## src/rtl/accum_block_dispatcher_pkg.sv

```systemverilog
// Shared constants and FSM state encoding for the accumulation block dispatcher.
// Pure declarations: no latency, no flow control.
package accum_block_dispatcher_pkg;

    localparam int WORK_BW = 32;
    localparam int VDIM    = 2;

    typedef enum logic [1:0] {
        ST_IDLE  = 2'd0,
        ST_ISSUE = 2'd1,
        ST_DRAIN = 2'd2,
        ST_DONE  = 2'd3
    } state_e;

endpackage

```

## src/rtl/accum_block_dispatcher_odometer.sv

```systemverilog
// Row-major block-offset odometer: next offset, per-dim carry, and final-block flag.
// Purely combinational (0 cycles); no flow control.
module block_ofs_odometer
#(
    parameter int WBW  = accum_block_dispatcher_pkg::WORK_BW,
    parameter int VDIM = accum_block_dispatcher_pkg::VDIM
)
(
    input  logic [VDIM-1:0][WBW-1:0] i_ofs,
    input  logic [VDIM-1:0][WBW-1:0] i_step,
    input  logic [VDIM-1:0][WBW-1:0] i_end,
    output logic [VDIM-1:0][WBW-1:0] o_nxt_ofs,
    output logic                     o_last
);
    import accum_block_dispatcher_pkg::*;

    logic [VDIM-1:0] wrap;
    logic [VDIM-1:0] carry_in;

    for (genvar d = 0; d < VDIM; d++) begin : g_dim
        logic [WBW-1:0] eff_step;
        logic [WBW:0]   sum;

        // A zero stride collapses the dimension to a single block.
        assign eff_step = (i_step[d] == '0) ? i_end[d] : i_step[d];
        assign sum      = {1'b0, i_ofs[d]} + {1'b0, eff_step};
        assign wrap[d]  = (sum >= {1'b0, i_end[d]});

        if (d == VDIM - 1) begin : g_lsd
            assign carry_in[d] = 1'b1;
        end else begin : g_upper
            assign carry_in[d] = carry_in[d+1] & wrap[d+1];
        end

        assign o_nxt_ofs[d] = !carry_in[d] ? i_ofs[d] :
                              (wrap[d] ? '0 : sum[WBW-1:0]);
    end

    assign o_last = &wrap;

endmodule

```

## src/rtl/accum_block_dispatcher.sv

```systemverilog
// Walks a block grid per job, issuing offsets to the looper under an in-flight credit limit.
// Config accept is combinational in IDLE; blk_rdy drops when MAX_INFLIGHT blocks are outstanding.
module accum_block_dispatcher
#(
    parameter int WBW          = accum_block_dispatcher_pkg::WORK_BW,
    parameter int VDIM         = accum_block_dispatcher_pkg::VDIM,
    parameter int MAX_INFLIGHT = 4,
    parameter int CNT_BW       = $clog2(MAX_INFLIGHT + 1)
)
(
    input  logic                     i_clk,
    input  logic                     i_rst,
    input  logic                     cfg_rdy,
    output logic                     cfg_ack,
    input  logic [VDIM-1:0][WBW-1:0] i_bgrid_step,
    input  logic [VDIM-1:0][WBW-1:0] i_bgrid_end,
    output logic                     blk_rdy,
    input  logic                     blk_ack,
    output logic [VDIM-1:0][WBW-1:0] o_bofs,
    output logic                     o_blk_last,
    input  logic                     blkdone_dval,
    output logic                     done_dval,
    output logic [CNT_BW-1:0]        o_inflight,
    output logic                     o_busy,
    output logic                     o_err
);
    import accum_block_dispatcher_pkg::*;

    state_e                  state_q, state_d;
    logic [VDIM-1:0][WBW-1:0] bofs_q, bofs_d;
    logic [VDIM-1:0][WBW-1:0] step_q, step_d;
    logic [VDIM-1:0][WBW-1:0] end_q, end_d;
    logic [CNT_BW-1:0]       inflight_q, inflight_d;
    logic                    err_q, err_d;

    logic [VDIM-1:0][WBW-1:0] nxt_bofs;
    logic                    odo_last;
    logic                    blk_hs;
    logic                    any_end_zero;

    block_ofs_odometer #(
        .WBW  (WBW),
        .VDIM (VDIM)
    ) u_odometer (
        .i_ofs     (bofs_q),
        .i_step    (step_q),
        .i_end     (end_q),
        .o_nxt_ofs (nxt_bofs),
        .o_last    (odo_last)
    );

    assign cfg_ack = (state_q == ST_IDLE) && cfg_rdy;
    assign blk_rdy = (state_q == ST_ISSUE) && (inflight_q < CNT_BW'(MAX_INFLIGHT));
    assign blk_hs  = blk_rdy && blk_ack;

    always_comb begin
        any_end_zero = 1'b0;
        for (int d = 0; d < VDIM; d++) begin
            if (i_bgrid_end[d] == '0) begin
                any_end_zero = 1'b1;
            end
        end
    end

    // Issue and retire in the same cycle cancel; a retire with nothing outstanding is an error.
    always_comb begin
        inflight_d = inflight_q;
        err_d      = err_q;
        if (blk_hs && !blkdone_dval) begin
            inflight_d = inflight_q + CNT_BW'(1);
        end else if (!blk_hs && blkdone_dval) begin
            if (inflight_q == '0) begin
                err_d = 1'b1;
            end else begin
                inflight_d = inflight_q - CNT_BW'(1);
            end
        end
    end

    always_comb begin
        state_d = state_q;
        bofs_d  = bofs_q;
        step_d  = step_q;
        end_d   = end_q;
        case (state_q)
            ST_IDLE: begin
                if (cfg_ack) begin
                    step_d  = i_bgrid_step;
                    end_d   = i_bgrid_end;
                    bofs_d  = '0;
                    state_d = any_end_zero ? ST_DRAIN : ST_ISSUE;
                end
            end
            ST_ISSUE: begin
                if (blk_hs) begin
                    if (odo_last) begin
                        state_d = ST_DRAIN;
                    end else begin
                        bofs_d = nxt_bofs;
                    end
                end
            end
            ST_DRAIN: begin
                if (inflight_d == '0) begin
                    state_d = ST_DONE;
                end
            end
            ST_DONE: begin
                state_d = ST_IDLE;
            end
            default: begin
                state_d = ST_IDLE;
            end
        endcase
    end

    always_ff @(posedge i_clk or posedge i_rst) begin
        if (i_rst) begin
            state_q    <= ST_IDLE;
            bofs_q     <= '0;
            step_q     <= '0;
            end_q      <= '0;
            inflight_q <= '0;
            err_q      <= 1'b0;
        end else begin
            state_q    <= state_d;
            bofs_q     <= bofs_d;
            step_q     <= step_d;
            end_q      <= end_d;
            inflight_q <= inflight_d;
            err_q      <= err_d;
        end
    end

    assign o_bofs     = bofs_q;
    assign o_blk_last = (state_q == ST_ISSUE) && odo_last;
    assign done_dval  = (state_q == ST_DONE);
    assign o_inflight = inflight_q;
    assign o_busy     = (state_q != ST_IDLE);
    assign o_err      = err_q;

endmodule

```

## config.mk

```make
export PLATFORM = sky130hd
export DESIGN_NAME = accum_block_dispatcher
export DESIGN_NICKNAME = d
export VERILOG_FILES = /design/src/rtl/accum_block_dispatcher_pkg.sv /design/src/rtl/accum_block_dispatcher_odometer.sv /design/src/rtl/accum_block_dispatcher.sv
export SDC_FILE = /design/constraint.sdc
export NUM_CORES = 1
export LEC_CHECK = 0
export BUFFER_PORTS_ARGS = -buffer_cell sky130_fd_sc_hd__buf_2
export CAP_MARGIN = 0
export CORE_ASPECT_RATIO = 1.75
export CORE_MARGIN = 1
export CORE_UTILIZATION = 53
export CTS_CLUSTER_DIAMETER = 60
export DETAILED_ROUTE_END_ITERATION = 10
export GPL_ROUTABILITY_DRIVEN = 0
export PLACE_DENSITY = 0.78
export SYNTH_ARGS = -nofsm -noshare
export SYNTH_HDL_FRONTEND = slang
export SYNTH_SLANG_ARGS = --single-unit
```

## constraint.sdc

```tcl
create_clock -name i_clk -period 6.22 [get_ports i_clk]
set_input_delay 1.244 -clock i_clk [delete_from_list [all_inputs] [get_ports i_clk]]
set_output_delay 1.244 -clock i_clk [all_outputs]
set_load 0.02 [all_outputs]
```

**Word-level counts from Yosys, hierarchy flattened**

Cells that the tools add are included.

- Register bits after elaboration: 198
- Bits in latches: 0
- Bits in writable memories: 0
- ROM bits: 0
- Input bits: 133
- Output and inout bits: 73
- Logic and storage cells: 69
- Memories kept: 0

- Add/sub/neg operators: 4
- Multipliers: 0
- Div/mod/pow operators: 0
- Order comparisons: 3
- Eq/ne operators: 9
- Shift-type cells: 0
- Muxes and demuxes: 20
- Bitwise logic cells: 1
- Reduce and logical (&&, ||, !) cells: 23

Operators with widths:

| operator | number |
|---|---|
| 2-to-1 mux 64 bit | 3 |
| 2-to-1 mux 32 bit | 5 |
| logical NOT 32 bit | 4 |
| one-hot mux 64 bit (2 select lines) | 1 |
| adder 32 x 32 -> 33 bit | 2 |
| greater-or-equal comparator 33 x 32 -> 1 bit | 2 |
| 2-to-1 mux 2 bit | 5 |
| != test 2 bit, second input constant | 5 |
| 2-to-1 mux 3 bit | 3 |
| one-hot mux 2 bit (4 select lines) | 1 |
| AND reduction 4 bit | 2 |
| logical AND 1 bit | 6 |
| logical NOT 3 bit | 2 |
| AND reduction 5 bit | 1 |
| == test 2 bit, second input constant | 2 |
| AND reduction 2 bit | 2 |
| nonzero test 2 bit | 2 |
| adder 3 x 1 -> 3 bit, second input constant | 1 |
| less-than comparator 3 bit, second input constant | 1 |
| AND reduction 3 bit | 1 |
| subtractor 3 x 1 -> 3 bit, second input constant | 1 |
| == test 2 x 1 -> 1 bit, second input constant | 1 |
| logical NOT 1 bit | 2 |
| logical NOT 2 bit | 1 |
| 3 further kinds | 4 |

**Longest topological paths before layout**

- Word-level depth: 10
- Mapped depth: 29
- Depth with buffers taken out: 25

**Hierarchy**

A second synthesis with hierarchy kept.

- Cells, all modules: 1541
- Area total of the unflattened synthesis: 14072.2 sq um

Modules (own cells, without submodules):

| module | instances | cells an instance | area each (sq um) | sequential area each (sq um) |
|---|---|---|---|---|
| accum_block_dispatcher | 1 | 623 | 7832.5 | 4954.8 |
| block_ofs_odometer | 1 | 918 | 6239.7 | 0.0 |

**Worst setup path before layout**

No wires, ideal clock.

- Path kind: flip-flop to output port
- Start: register step_q[57] (netlist bit)
- End: output port o_blk_last
- Data arrival time: 4866 ps
- Required time: 4976 ps
- Path slack: 110 ps
- Stages on the path, launching flop included: 24
- Path buffers: 1
- Cell sequence: dfrtp_1 nor4_1 nand4_1 nor2_1 clkbuf_1 a21o_1 ha_1 o21ai_0 nor2_1 a21o_1 o21ai_2 a211oi_1 o32a_1 a31oi_1 xor2_1 inv_1 ha_1 nand4_1 nor3_1 a221oi_1 a21oi_1 a211oi_2 o32ai_2 and2_1

- Word-level cells in the longest chain between the ends: 6

RTL lines:

| item | line | text |
|---|---|---|
| start: declaration | accum_block_dispatcher.sv:31 | `logic [VDIM-1:0][WBW-1:0] step_q, step_d;` |
| start signal: assignment | accum_block_dispatcher.sv:128 | `step_q <= step_d;` |
| logical NOT 32 bit | accum_block_dispatcher_odometer.sv:25 | `assign eff_step = (i_step[d] == '0) ? i_end[d] : i_step[d];` |
| 2-to-1 mux 32 bit (*) | accum_block_dispatcher_odometer.sv:25 |  |
| adder 32 x 32 -> 33 bit (*) | accum_block_dispatcher_odometer.sv:26 | `assign sum = {1'b0, i_ofs[d]} + {1'b0, eff_step};` |
| greater-or-equal comparator 33 x 32 -> 1 bit (*) | accum_block_dispatcher_odometer.sv:27 | `assign wrap[d] = (sum >= {1'b0, i_end[d]});` |
| AND reduction 2 bit (*) | accum_block_dispatcher_odometer.sv:39 | `assign o_last = &wrap;` |
| logical AND 1 bit (*) | accum_block_dispatcher.sv:136 | `assign o_blk_last = (state_q == ST_ISSUE) && odo_last;` |
| end: declaration | accum_block_dispatcher.sv:20 | `output logic o_blk_last,` |

Every way passes the cells marked *; elsewhere a longest branch is shown, timed or not.

**Final worst setup path**

- Start: register step_q[2] (netlist bit)
- End: output port o_blk_last

The elaborated chain is that of the path after synthesis.

==> flow_summary.json <==
{
  "hpwl_um": 34600,
  "insertion_delay_ns": 0.47,
  "worstPathRequired_ns": 4.98,
  "drt_iter0_drc": 1200,
  "worstMarginPinSlew_ns": 0.948,
  "coreArea_mm2": 0.0251,
  "r2r_setup_slack_ns": -0.05,
  "slowest_delay_ns": 0.44,
  "hp-start": "o_err$_DFFE_PP0P_",
  "cap_violations": 0,
  "grt-ovfl-total": 0,
  "slew_headroom": 0.368,
  "power_density_mw_per_mm2": 645,
  "ys.flop_type": "dfrtp_1",
  "synth_edf_count": 0,
  "cp-start-kind": "flip-flop",
  "die_h_um": 213,
  "path_class": "reg2out",
  "final_net_count": 2224,
  "crit_chain": "nor4_1 -> nand4_1 -> nor2_2 -> buf_4 -> buf_8 -> a21o_1 -> ha_1 -> a21o_1 -> or3_4 -> o211ai_4 -> a211o_1 -> o31ai_1 -> buf_4 -> a21oi_2 -> xnor2_2 -> ha_1 -> a21o_1 -> a21oi_1 -> o21ai_1 -> a311o_1 -> a21oi_2 -> o22ai_2 -> and2_4 -> buf_6",
  "clock-skew-final_ns": 0.0120,
  "grt_util_met2": 0.665,
  "cpMaxStageDelayCell": "nor4_1",
  "synth.avg_cell_area_um2": 9.12,
  "area_growth_pct": 34.8,
  "utilization": 0.725,
  "ys_warn_count": 0,
  "final_common_cell": "buf_4",
  "cts_root_buf": "clkbuf_16",
  "leakagePower_nw": 9.34,
  "placed_area_mm2": 0.0168,
  "fp-row-count": 77,
  "clkPwrFrac": 0.102,
  "grt_max_degree": 146,
  "cp_max_fo": 7,
  "postLayoutCellArea_mm2": 0.0182,
  "clk_pin_slew_ns": 0.07,
  "p_int_mw": 6.27,
  "synth_nets": 1753,
  "grt.met1_usage": 0.344,
  "whs_endpoint": "o_err$_DFFE_PP0P_",
  "violations": "setup timing",
  "min_path_type": "reg2reg",
  "synthArstFlopShare": 1.00,
  "drt-total-wl_um": 49000,
  "port_buffers": 205,
  "dieWidth_um": 123,
  "synth.distinct_cells": 74,
  "finalSetupTns_ns": -1.24,
  "ir_drop_v": 0.000396,
  "htree_levels": 4,
  "fin_hold_ws_ns": 0.474,
  "critical_path.startpoint": "step_q[2]$_DFFE_PP0P_",
  "ioPinCount": 206,
  "cts_buffer_depth": 2,
  "hold_depth": 1,
  "drc": 0,
  "grt_use_total": 0.371,
  "gr-usage-met3": 0.0692,
  "setup_violations": 11,
  "antenna_found_initial": 4,
  "seq_area_frac_synth": 0.367,
  "grt_pass1_wl_um": 72500,
  "timing.final.crit_period_ns": 7.24,
  "combPwrFrac": 0.708,
  "netlist_instances": 1483,
  "r2r_end": "o_bofs[1]$_DFFE_PP0P_",
  "ys_ff_latch": 198,
  "finalHoldViolations": 0,
  "drive_gt1_frac": 0.359,
  "fin_ws_ns": -1.02,
  "crit_top_cell": "a21o_1",
  "start_util": 0.538,
  "routedWlPerCell_um": 21.4,
  "p_seq_frac": 0.189,
  "vias": 14000,
  "vias_per_cell": 6.14,
  "cp.arrival_ns": 6.00,
  "numCtsBuffers": 17,
  "busiest_layer": "met2",
  "rr_worst_depth": 27,
  "route.antenna.remaining_nets": 0,
  "drv_slew": 0,
  "clock_sinks": 198,
  "die_area_mm2": 0.0262,
  "cts_tree": "built",
  "crit_path_end_kind": "output pin",
  "syn_area_mm2": 0.0135,
  "grt_pass1_vias": 14400,
  "final_min_period_over_clock_period": 1.16,
  "drt_pre_antenna_iters": 6,
  "p_switching_mw": 5.49,
  "p_sw_frac": 0.467,
  "rr_startpoint": "step_q[2]$_DFFE_PP0P_",
  "clock.fmax_mhz": 138,
  "status": "finished with violations",
  "mostFrequentLayoutCells": "buf_4, buf_2, dfrtp_1",
  "rsz0062_at_grt": "yes"
}
## worst max-delay path, delay by kind of cell, from the launching register on
kind | cells | cell delay (ns)
fa+ha+maj | 2 | 0.56
xor+xnor | 1 | 0.16
flops | 1 | 0.39
buf+inv | 4 | 0.55
simple gates | 5 | 1.44
compound gates | 12 | 2.44
## registers in the layout (all words and copies together) (netlist names)
name	flops
end_q	64
o_bofs	64
step_q	64
o_inflight	3
state_q	2
o_err	1
## per-layer routing
layer | part of all wire | vias to the layer above
li1 | - | 6278
met1 | 0.32 | 6678
met2 | 0.52 | 775
met3 | 0.062 | 308
met4 | 0.096 | 2
met5 | 0.00027 | -
## power by group through the flow
stage	logic, mW	registers [mW]	clock network, mW
6_report	8.33	2.22	1.20
5_1_grt	8.89	2.28	1.25
4_1_cts	7.68	2.21	1.21
3_5_place_dp	7.29	2.21	0
3_3_place_gp	7.05	2.18	0
2_1_floorplan	4.19	2.27	0
## final cells by class
type | instances | area (um^2)
clock buffers | 17 | 425
well taps | 316 | 395
repair buffers | 512 | 3480
flip-flops and latches | 198 | 4950
fillers | 1760 | 6920
diodes | 2 | 5.00
inverters | 106 | 402
multi-input cells | 1119 | 8380
clock inverters | 15 | 190
## synthesized netlist by cell type, types with 12 or more instances
library cell | n | area, um^2
nand2_1 | 176 | 661
inv_1 | 106 | 398
dfrtp_1 | 198 | 4950
o21a_1 | 12 | 90.1
ha_1 | 135 | 1690
o21ai_0 | 141 | 706
xor2_1 | 16 | 140
mux2_2 | 66 | 743
a21oi_1 | 88 | 440
nor4_1 | 34 | 213
o31ai_1 | 15 | 113
nand3_1 | 39 | 195
a21o_1 | 98 | 736
xnor2_1 | 40 | 350
nand2b_1 | 31 | 194
nor2_1 | 49 | 184
nand4_1 | 33 | 206
clkbuf_1 | 42 | 158
## logic make-up after synthesis
family	after synthesis	synth area share
multiplexers	68	0.0565
AO/OA/AOI/OAI	458	0.223
buffers and inverters	166	0.0502
adder cells (fa/ha/maj)	137	0.128
flip-flops	198	0.367
XOR/XNOR	56	0.0363
AND/OR/NAND/NOR	400	0.140
## how the worst max path moves through the flow
| stage | slack (ns) | to | depth (start not counted) |
|---|---|---|---|
| 6_report | -1.02 | o_blk_last | 24 |
| 5_1_grt | -1.18 | o_blk_last | 28 |
| 4_1_cts | -0.63 | o_blk_last | 25 |
| 3_5_place_dp | -0.74 | o_blk_last | 23 |
| 3_3_place_gp | -0.62 | o_blk_last | 23 |
| 2_1_floorplan | 0.11 | o_blk_last | 23 |
## timing repair
item / CTS / global route
gates cloned: 1 / 0
buffers inserted: 17 / 11
pin swaps: 51 / 36
hold buffers: 0 / 0
resized for setup: 74 / 25
setup endpoints to repair: 56 / 67
## metrics by stage
| stage | setup slack (ns) | total power, mW | instances |
|---|---|---|---|
| after floorplan | 0.110 | 6.46 | 1483 |
| after global placement | -0.624 | 9.23 | 2222 |
| after detailed placement | -0.737 | 9.50 | 2222 |
| after CTS | -0.634 | 11.1 | 2272 |
| after global routing | -1.18 | 12.4 | 2285 |
| final | -1.02 | 11.8 | 2285 |
No activity file was read; power rests on OpenSTA's default activity.
